===== src/rtl/calc_port_responder.sv =====
// Two-operand command responder: add/sub/shift with per-class response latency.
// Define CALC_OVFL_CHECK_EN to report add carry-out / sub borrow as overflow.
module calc_port_responder #(
    parameter int unsigned ALU_LAT = 3,
    parameter int unsigned SHF_LAT = 5
) (
    input  logic        c_clk,
    input  logic        reset,
    input  logic [3:0]  req_cmd_in,
    input  logic [31:0] req_data_in,
    output logic [1:0]  out_resp,
    output logic [31:0] out_data,
    output logic        busy
);

    localparam int unsigned CNT_W  = 4;
    localparam int unsigned DATA_W = 32;

    localparam logic [3:0] CMD_NOP = 4'd0;
    localparam logic [3:0] CMD_ADD = 4'd1;
    localparam logic [3:0] CMD_SUB = 4'd2;
    localparam logic [3:0] CMD_SHL = 4'd5;
    localparam logic [3:0] CMD_SHR = 4'd6;

    localparam logic [1:0] RESP_NONE = 2'd0;
    localparam logic [1:0] RESP_OK   = 2'd1;
`ifdef CALC_OVFL_CHECK_EN
    localparam logic [1:0] RESP_OVF  = 2'd2;
`endif
    localparam logic [1:0] RESP_INV  = 2'd3;

    localparam logic [CNT_W-1:0] ALU_CNT = CNT_W'(ALU_LAT - 1);
    localparam logic [CNT_W-1:0] SHF_CNT = CNT_W'(SHF_LAT - 1);

    typedef enum logic [1:0] {
        S_IDLE,
        S_OP2,
        S_WAIT,
        S_RESP
    } state_e;

    state_e              state_q, state_d;
    logic [3:0]          cmd_q, cmd_d;
    logic [DATA_W-1:0]   op1_q, op1_d;
    logic [DATA_W-1:0]   op2_q, op2_d;
    logic [CNT_W-1:0]    cnt_q, cnt_d;
    logic [1:0]          resp_q, resp_d;
    logic [DATA_W-1:0]   data_q, data_d;
    logic                busy_q, busy_d;

    logic [1:0]          res_resp;
    logic [DATA_W-1:0]   res_data;
`ifdef CALC_OVFL_CHECK_EN
    logic [DATA_W:0]     sum_ext;
`endif

    // Result of the captured operation, from registered operands only
    always_comb begin
        res_resp = RESP_OK;
        res_data = '0;
`ifdef CALC_OVFL_CHECK_EN
        sum_ext  = {1'b0, op1_q} + {1'b0, op2_q};
`endif
        case (cmd_q)
            CMD_ADD: begin
`ifdef CALC_OVFL_CHECK_EN
                if (sum_ext[DATA_W]) begin
                    res_resp = RESP_OVF;
                end else begin
                    res_data = sum_ext[DATA_W-1:0];
                end
`else
                res_data = op1_q + op2_q;
`endif
            end
            CMD_SUB: begin
`ifdef CALC_OVFL_CHECK_EN
                if (op1_q > op2_q) begin
                    res_resp = RESP_OVF;
                end else begin
                    res_data = op2_q - op1_q;
                end
`else
                res_data = op2_q - op1_q;
`endif
            end
            CMD_SHL: res_data = op1_q << op2_q[4:0];
            CMD_SHR: res_data = op1_q >> op2_q[4:0];
            default: res_resp = RESP_INV;
        endcase
    end

    // Next-state and next-output logic
    always_comb begin
        state_d = state_q;
        cmd_d   = cmd_q;
        op1_d   = op1_q;
        op2_d   = op2_q;
        cnt_d   = cnt_q;
        resp_d  = RESP_NONE;
        data_d  = '0;
        case (state_q)
            S_IDLE: begin
                if (req_cmd_in != CMD_NOP) begin
                    cmd_d   = req_cmd_in;
                    op1_d   = req_data_in;
                    state_d = S_OP2;
                end
            end
            S_OP2: begin
                op2_d   = req_data_in;
                state_d = S_WAIT;
                case (cmd_q)
                    CMD_ADD, CMD_SUB: cnt_d = ALU_CNT;
                    CMD_SHL, CMD_SHR: cnt_d = SHF_CNT;
                    default:          cnt_d = '0;
                endcase
            end
            S_WAIT: begin
                if (cnt_q == '0) begin
                    state_d = S_RESP;
                    resp_d  = res_resp;
                    data_d  = res_data;
                end else begin
                    cnt_d = cnt_q - CNT_W'(1);
                end
            end
            S_RESP: state_d = S_IDLE;
            default: state_d = S_IDLE;
        endcase
        busy_d = (state_d != S_IDLE);
    end

    always_ff @(posedge c_clk or negedge reset) begin
        if (!reset) begin
            state_q <= S_IDLE;
            cmd_q   <= '0;
            op1_q   <= '0;
            op2_q   <= '0;
            cnt_q   <= '0;
            resp_q  <= RESP_NONE;
            data_q  <= '0;
            busy_q  <= 1'b0;
        end else begin
            state_q <= state_d;
            cmd_q   <= cmd_d;
            op1_q   <= op1_d;
            op2_q   <= op2_d;
            cnt_q   <= cnt_d;
            resp_q  <= resp_d;
            data_q  <= data_d;
            busy_q  <= busy_d;
        end
    end

    assign out_resp = resp_q;
    assign out_data = data_q;
    assign busy     = busy_q;

endmodule


===== config.mk =====
export PLATFORM = sky130hd
export DESIGN_NAME = calc_port_responder
export DESIGN_NICKNAME = d
export VERILOG_FILES = /design/src/rtl/calc_port_responder.sv
export SDC_FILE = /design/constraint.sdc
export NUM_CORES = 1
export LEC_CHECK = 0
export BUFFER_PORTS_ARGS = -buffer_cell sky130_fd_sc_hd__buf_2
export CORE_ASPECT_RATIO = 1.5
export CORE_MARGIN = 2
export CORE_UTILIZATION = 29
export CTS_CLUSTER_DIAMETER = 150
export DETAILED_ROUTE_END_ITERATION = 8
export PLACE_DENSITY = 0.54
export SYNTH_ARGS = -nofsm -noshare
export SYNTH_HDL_FRONTEND = slang
export SYNTH_SLANG_ARGS = --single-unit
export TNS_END_PERCENT = 10

===== constraint.sdc =====
create_clock -name c_clk -period 10.75 [get_ports c_clk]
set_input_delay 0.5375 -clock c_clk [delete_from_list [all_inputs] [get_ports c_clk]]
set_output_delay 0.5375 -clock c_clk [all_outputs]
set_load 0.01 [all_outputs]

==> Word-level counts from Yosys, hierarchy flattened <==
Cells that the tools add are included.
{ "word_totals": {"output_inout_bits": 35, "input_bits": 38, "regBits": 109, "word_cells": 43} }
{ "op_classes": {"shifts": 2, "addsub": 3, "n_reduce_logical": 10, "n_eq_ne": 8, "n_mux": 12} }
{ "ops": {"columns": ["operator", "n"], "rows": [
  ["case mux 32 bit (4 select lines)", 1],
  ["2-to-1 mux 32 bit", 2],
  ["adder 32 bit", 1],
  ["<< shifter 32 x 5 -> 32 bit", 1],
  ["right shift 32 x 5 -> 32 bit", 1],
  ["subtractor 32 bit", 1],
  ["2-to-1 mux 2 bit", 5],
  ["== test 4 x 3 -> 1 bit (second input constant)", 2],
  ["case mux 2 bit (4 select lines)", 1],
  ["case mux 4 bit (2 select lines)", 1],
  ["case mux 3 bit (2 select lines)", 1],
  ["== test 2 bit (second input constant)", 2],
  ["== test 4 x 1 -> 1 bit (second input constant)", 1],
  ["== test 4 x 2 -> 1 bit (second input constant)", 1],
  ["zero test 4 bit", 1],
  ["2-to-1 mux 4 bit", 1],
  ["AND reduction 2 bit", 2],
  ["nonzero test 2 bit", 2],
  ["nonzero test 4 bit", 1],
  ["OR reduction 2 bit", 2],
  ["OR reduction 4 bit", 1],
  ["subtractor 4 x 1 -> 4 bit (second input constant)", 1],
  ["== test 2 x 1 -> 1 bit (second input constant)", 1],
  ["zero test 2 bit", 1],
  ["!= test 2 bit (second input constant)", 1]
]} }

==> Longest topological paths before layout <==
Gate-level depths: netlist of the first run.
{ "depth": {"depth_word": 5, "ltp_mapped": 19, "mapped_depth_nobuf": 19} }

==> Least setup slack after synthesis of the first run <==
No wires, ideal clock.
{ "synth_path": {"kind": "reg2reg", "startpoint": "register cmd_q[0]", "endpoint": "register data_q[27], in the netlist out_data[27]", "setup_ns": 0.132, "required_time_ns": 10.618, "period_less_slack_ns": 3.833, "t_arrival_ns": 3.701, "n_path_buf": 1, "slack_ns": 6.917, "path_stages_with_launch": 16, "cell_sequence": "dfrtp_1 -> nand2b_1 -> nor3_1 -> clkbuf_1 -> nor2_1 -> xnor2_1 -> ha_1 -> and2_4 -> a221o_1 -> o21ai_4 -> o221ai_2 -> a2111oi_4 -> o31ai_2 -> xor2_1 -> a221oi_1 -> nor2_1"} }
{ "synth_via": {"elab_chain_cells": 4, "word_cells_on_any_way": 7, "classes_between": "eq/ne: 4; mux: 3"} }
{ "synth_rtl": {"columns": ["element", "line", "text"], "rows": [
  ["from (decl)", "43", "logic [3:0] cmd_q, cmd_d;"],
  ["from (signal assigned)", "146", "cmd_q <= cmd_d;"],
  ["== test 4 x 3 -> 1 bit, or another cell as far along", "64", "case (cmd_q)"],
  ["case mux 32 bit (4 select lines) *", "64", null],
  ["2-to-1 mux 32 bit *", "120", "if (cnt_q == '0) begin"],
  ["2-to-1 mux 32 bit *", "102", "case (state_q)"],
  ["net data_d[27]", "48", "logic [DATA_W-1:0] data_q, data_d;"],
  ["to (signal assigned)", "151", "data_q <= data_d;"],
  ["to (decl)", "48", null]
]} }
Mark *: on every way through the listed nets, which the timed path passes. The rest lies on a longest branch.
A chain may end at the register's enable or synchronous reset.

==> Worst setup path after layout of the first run <==
{ "layout_path": {"startpoint": "register op1_q[12]", "endpoint": "register data_q[31], in the netlist out_data[31]"} }
{ "layout_via": {"elab_chain_cells": 4, "word_cells_on_any_way": 7, "classes_between": "add/sub: 2; shift: 2; mux: 3"} }
{ "layout_rtl": {"columns": ["element", "line", "text"], "rows": [
  ["from (decl)", "44", "logic [DATA_W-1:0] op1_q, op1_d;"],
  ["from (signal assigned)", "147", "op1_q <= op1_d;"],
  ["subtractor 32 bit, or another cell as far along", "84", "res_data = op2_q - op1_q;"],
  ["case mux 32 bit (4 select lines) *", "64", null],
  ["2-to-1 mux 32 bit *", "120", null],
  ["2-to-1 mux 32 bit *", "102", null],
  ["net data_d[31]", "48", null]
]} }
Marks and branches as above.

==> flow_summary.yaml, run 1 <==
global_routing:
  groute.usage.overall: 0.1983
  antenna_found_initial: 0
  use_met2: 0.3445
  grt_pass1_wl_um: 53480
  busiest_layer: "met2"
  grt_overflow: 0
  grt_use_met1: 0.2278
  gr-usage-met3: 0.03451
  grt_max_degree: 66
  first_global_vias: 8844
cts:
  cts_hold_buf: 0
  h-tree-depth: 3
  worstSkewPairLatency_ns: 0.39
  cts-root-buf: "clkbuf_16"
  cts_setup_buffers: 0
  cts_max_path_buffers: 2
  cts_buffers: 9
  cts.sinks: 109
  cts_resized: 0
  cts_tree: "built"
  path_clk_slew_ns: 0.08
floorplanning:
  fp.dieArea_mm2: 0.03522
  floorplan.initialDensity: 0.2932
  io_pins: 73
  coreArea_mm2: 0.03334
  die_width_um: 153.9
  num_rows: 82
  die_h_um: 228.9
route:
  avgViaCountPerCell: 5.695
  ant_nets: 0
  vias: 8827
  drt_first_iter_violations: 638
  wl_per_cell_um: 22.08
  finalWirelength_um: 34220
  drt_drc_violations_left: 0
  first_pass_iters: 5
yosys:
  ys.flop_type: "dfrtp_1"
  yosys-top-cells-count: "119 x nor2_1, 109 x dfrtp_1, 100 x nand2_1"
  yosysTopAreaCell: "dfrtp_1"
  syn_avg_cell_area_um2: 8.689
  synth_area_mm2: 0.009776
  synth-edff-count: 0
  synth.area.top_cells: "dfrtp_1 28%, mux2_2 8.1%, mux4_2 7.6%, mux2i_1 5.5%, a21oi_1 4.6%"
  ys_ff_latch: 109
  synth_top_area_frac: 0.2790
  async_flop_share: 1.000
  ys_types: 76
  synth_seq_area_share: 0.2790
  ys_warn_count: 0
  syn_inst: 1125
  synthesis.nets: 1200
  yosysMostFrequentCell: "nor2_1"
setup_path:
  arrival_ns: 4.64
  critPathKind: "reg -> reg"
  rrSetupSlack_ns: 6.37
  cp-start-kind: "flip-flop"
  worstPathRequired_ns: 11.01
  end_kind: "flip-flop"
  cp_max_fo: 12
timing:
  fmax_ghz: 0.2281
  setup_viol: 0
  relSlewSlack: 0.1200
  worst_slew_pin_slew_ns: 1.303
  post-route-min-period_ns: 4.384
  drv_slew: 0
  fin_worst_skew_ns: 0.01087
  finalCritPeriodShare: 0.4078
  hold_viol: 0
  grt_setup_unrepaired: "no"
  tns_ns: 0
place:
  port_buffers: 72
  hpwl_um: 26270
  place_congestion: 0.9839
layout:
  diodes: 0
  layout-drive-gt1-share: 0.2097
  num-fill-cells: 3477
  area_delta_synth_final_pct: 9.855
  layout.nets: 1200
run:
  maxCapViolations: 0
hold_path:
  hold_class: "in -> async"
outcome:
  outcome: "completed"
[per-stage QoR]
| step | setup WS, ns | hold WS [ns] | std cells | utilization | area (um^2) |
|---|---|---|---|---|---|
| floorplan | 6.917 | 0.2419 | 1125 | - | 9776 |
| global placement | 6.476 | 0.4753 | 1534 | 0.3122 | 10410 |
| detailed placement | 6.391 | 0.4804 | 1534 | 0.3122 | 10410 |
| CTS | 6.341 | 0.1596 | 1550 | 0.3221 | 10740 |
| global route | 5.953 | 0.1869 | 1550 | 0.3221 | 10740 |
| finish | 6.366 | 0.1399 | 1550 | 0.3221 | 10740 |
[per-layer routing]
layer,routed length [um],vias to the layer above
met5,0,-
met4,1955,0
met3,1559,94
met2,17270,269
met1,13440,4373
li1,-,4091
[registers in the layout, summed over array words and instances (netlist names)]
name	count
op1_q	32
state_q	2
cmd_q	4
out_resp	2
op2_q	32
out_data	32
busy	1
cnt_q	4
[final timing paths]
path,endpoint,cells past startpoint,start
max,out_data[31],16,op1_q[12]
min,busy,1,reset
max reg2reg,out_data[31],16,op1_q[12]
min reg2reg,cmd_q[0],2,cmd_q[0]
max in group asynchronous,out_data[31],2,reset
min in group c_clk,op2_q[0],3,req_data_in[0]
[logic make-up (layout without fill, tap and decap cells)]
| kind of cell | after synthesis | count (layout) | synth area share |
|---|---|---|---|
| simple gates | 324 | 324 | 0.1515 |
| compound gates | 323 | 323 | 0.2104 |
| mux | 157 | 157 | 0.2120 |
| buf+inv | 118 | 123 | 0.04787 |
| flops | 109 | 109 | 0.2790 |
| xor+xnor | 57 | 57 | 0.05107 |
| fa+ha+maj | 37 | 37 | 0.04812 |
[critical path: stages, from the launching register on]
cell and delay, ns:
dfrtp_1 0.52, or3_1 0.43, or3_1 0.36, or3_4 0.36
nor2_1 0.21, and2_1 0.20, a21oi_1 0.09, xnor2_1 0.13
ha_1 0.38, nand2_1 0.12, o21ai_0 0.45, a21o_1 0.15
o31ai_1 0.12, o41ai_1 0.39, a21oi_2 0.11, xnor2_1 0.16
o21ai_1 0.07
[layout by cell type (no fill, tap or decap), types with 10 or more instances in the layout]
| cell type | netlist | final |
|---|---|---|
| nor2_1 | 119 | 119 |
| dfrtp_1 | 109 | 106 |
| nand2_1 | 100 | 100 |
| o21ai_0 | 90 | 90 |
| a21oi_1 | 90 | 90 |
| buf_2 | 17 | 71 |
| mux2_2 | 70 | 70 |
| mux2i_1 | 54 | 54 |
| ha_1 | 36 | 35 |
| mux4_2 | 33 | 33 |
| xor2_1 | 29 | 29 |
| xnor2_1 | 28 | 28 |
| nand2b_1 | 22 | 22 |
| o22ai_1 | 18 | 18 |
| inv_1 | 17 | 17 |
| o211ai_1 | 17 | 17 |
| a21o_1 | 16 | 16 |
| buf_4 | 1 | 16 |
| nor3_1 | 14 | 13 |
| nand3_1 | 13 | 13 |
| nor2b_1 | 11 | 11 |
| a31oi_1 | 11 | 11 |
| or2_2 | 10 | 10 |
[cell type report]
class                           count  area, um^2  share of cell area
Clock buffer                       10       239.0             0.02225
Multi-Input combinational cell    898        6599              0.6145
Inverter                           20       75.07            0.006991
Tap cell                          420       525.5             0.04893
Timing Repair Buffer               87       475.5             0.04427
Clock inverter                      6       91.34            0.008505
Sequential cell                   109        2734              0.2546
Power of run 1 is not shown: default switching activity piles up to over one toggle a cycle in this logic, so the estimate is an artifact.
==> inputs of run 2 (changes only) <==
- PLACE_DENSITY: 0.54 -> 0.56
- clock period: 10.75 -> 3.7 ns (I/O delays scaled with it)
==> run 2 against run 1 <==
The flow now finishes with violations (setup timing). Global-route usage grew 0.76 points. Sequential share of layout area shrank 2.8 points. Routed wire length grew 3.8%. Clock skew shrank 0.0018 ns. Critical path depth shrank 1. First-iteration DRC count shrank 7.1%.
==> flow_summary.yaml, run 2 (synthesis results as in run 1) <==
setup_path:
  crit_start: "op1_q[13]"
  slowest_delay_ns: 0.48
  end_kind: "flip-flop"
  cp_max_fo: 4
  slowest_stage: "o31ai_2"
  cp-start-kind: "flip-flop"
  timing.rr.end: "out_data[27]"
  r2r_start: "op1_q[13]"
  crit_end: "out_data[27]"
  worstPathRequired_ns: 3.97
  rr_worst_depth: 15
  crit_top_cell: "or3_4"
  arrival_ns: 4.10
  critPathKind: "reg -> reg"
  rrSetupSlack_ns: -0.13
  path_cells: "or3_4 -> or3_4 -> or3_4 -> nor2_4 -> and2_4 -> a21oi_1 -> xnor2_1 -> ha_1 -> a21oi_2 -> o21ai_2 -> o31ai_2 -> o31ai_2 -> xor2_1 -> a221oi_2 -> nor2_1"
timing:
  worst_slew_pin_slew_ns: 0.9803
  hold_viol: 0
  fin_worst_skew_ns: 0.009060
  post-route-min-period_ns: 3.832
  final.setup.worst_slack_ns: -0.1324
  setup_viol: 8
  grt_setup_unrepaired: "yes"
  finalCritPeriodShare: 1.036
  drv_slew: 0
  fmax_ghz: 0.2609
  relSlewSlack: 0.3464
outcome:
  outcome: "finished with violations"
  violations: "setup timing"
layout:
  area_delta_synth_final_pct: 23.47
  final_common_cell: "buf_4"
  multi_input_area_mm2: 0.006815
  final_cell_mix: "158 x buf_4, 116 x nor2_1, 106 x dfrtp_1, 97 x nand2_1"
  ff_latch_area_mm2: 0.002734
  diodes: 0
  layout-drive-gt1-share: 0.3312
  layout.nets: 1347
  num-fill-cells: 3389
route:
  wl_per_cell_um: 20.92
  drt_drc_violations_left: 0
  finalWirelength_um: 35510
  avgViaCountPerCell: 5.497
  ant_nets: 0
  drt_first_iter_violations: 593
  vias: 9328
  first_pass_iters: 5
floorplanning:
  io_pins: 73
  floorplan.initialDensity: 0.2932
  die_width_um: 153.9
  coreArea_mm2: 0.03334
  num_rows: 82
  die_h_um: 228.9
  fp.dieArea_mm2: 0.03522
cts:
  cts.sinks: 109
  cts-root-buf: "clkbuf_16"
  cts_max_path_buffers: 2
  h-tree-depth: 3
  worstSkewPairLatency_ns: 0.39
  cts_buffers: 9
  path_clk_slew_ns: 0.08
  cts_tree: "built"
global_routing:
  grt_pass1_wl_um: 55810
  grt_max_degree: 81
  antenna_found_initial: 0
  groute.usage.overall: 0.2059
  first_global_vias: 9657
  grt_overflow: 0
place:
  preCtsSetupSlack_ns: -0.3134
  hpwl_um: 28050
  place_congestion: 0.9881
  port_buffers: 72
hold_path:
  hold_class: "in -> reg"
run:
  maxCapViolations: 0
[run 2: through the flow]
stage,cells,hold slack (ns),utilization,TNS (ns),instance area (um^2)
after floorplan,1125,-0.1106,-,-0.02474,9781
after global placement,1679,0.2429,0.3456,-1.426,11520
after detailed placement,1679,0.2510,0.3456,-1.985,11520
after CTS,1696,0.008673,0.3583,-0.8349,11950
after global routing,1697,0.02202,0.3620,-3.256,12070
final,1697,0.01749,0.3620,-0.7255,12070
[run 2: cell type report]
cell class,count,share of cell area
timing repair buffer,234,0.1337
clock inverter,7,0.006738
sequential,109,0.2265
clock buffer,9,0.01866
multi-input combinational,898,0.5646
inverter,20,0.006220
tap,420,0.04354
[run 2: worst min-delay path by stage]
stage / end / slack, ns / from / cells after the start
after global placement: busy / 0.24 / reset / 1
after floorplan: busy / -0.11 / reset / 0
after global routing: op2_q[2] / 0.02 / req_data_in[2] / 3
after detailed placement: busy / 0.25 / reset / 1
final: op2_q[2] / 0.02 / req_data_in[2] / 3
after CTS: op2_q[2] / 0.009 / req_data_in[2] / 3
[run 2: worst max-delay path, delay by kind of cell (launching register included)]
family                   cells  cell delay [ns]
AND/OR/NAND/NOR              6             1.45
AO/OA/AOI/OAI                6             1.23
flip-flops                   1             0.38
adder cells (fa/ha/maj)      1             0.36
XOR/XNOR                     2             0.30
[run 2: timing repair]
| action | 4_1_cts | 5_1_grt |
|---|---|---|
| buffers inserted | 0 | 1 |
| endpoints found under the setup margin | 13 | 16 |
| hold buffers | 1 | 0 |
| hold endpoints to repair | 47 | 0 |
| resized for setup | 26 | 28 |
| pin swaps | 11 | 14 |
[run 2: metal layers]
metal  global-route usage  wire [um]  up-vias
met3              0.03129       1623      104
met5                    0          0        -
li1                     -          -     4383
met4               0.1241       2245        0
met2               0.3685      18040      295
met1               0.2287      13600     4546
Power of run 2 is left out for the same reason.
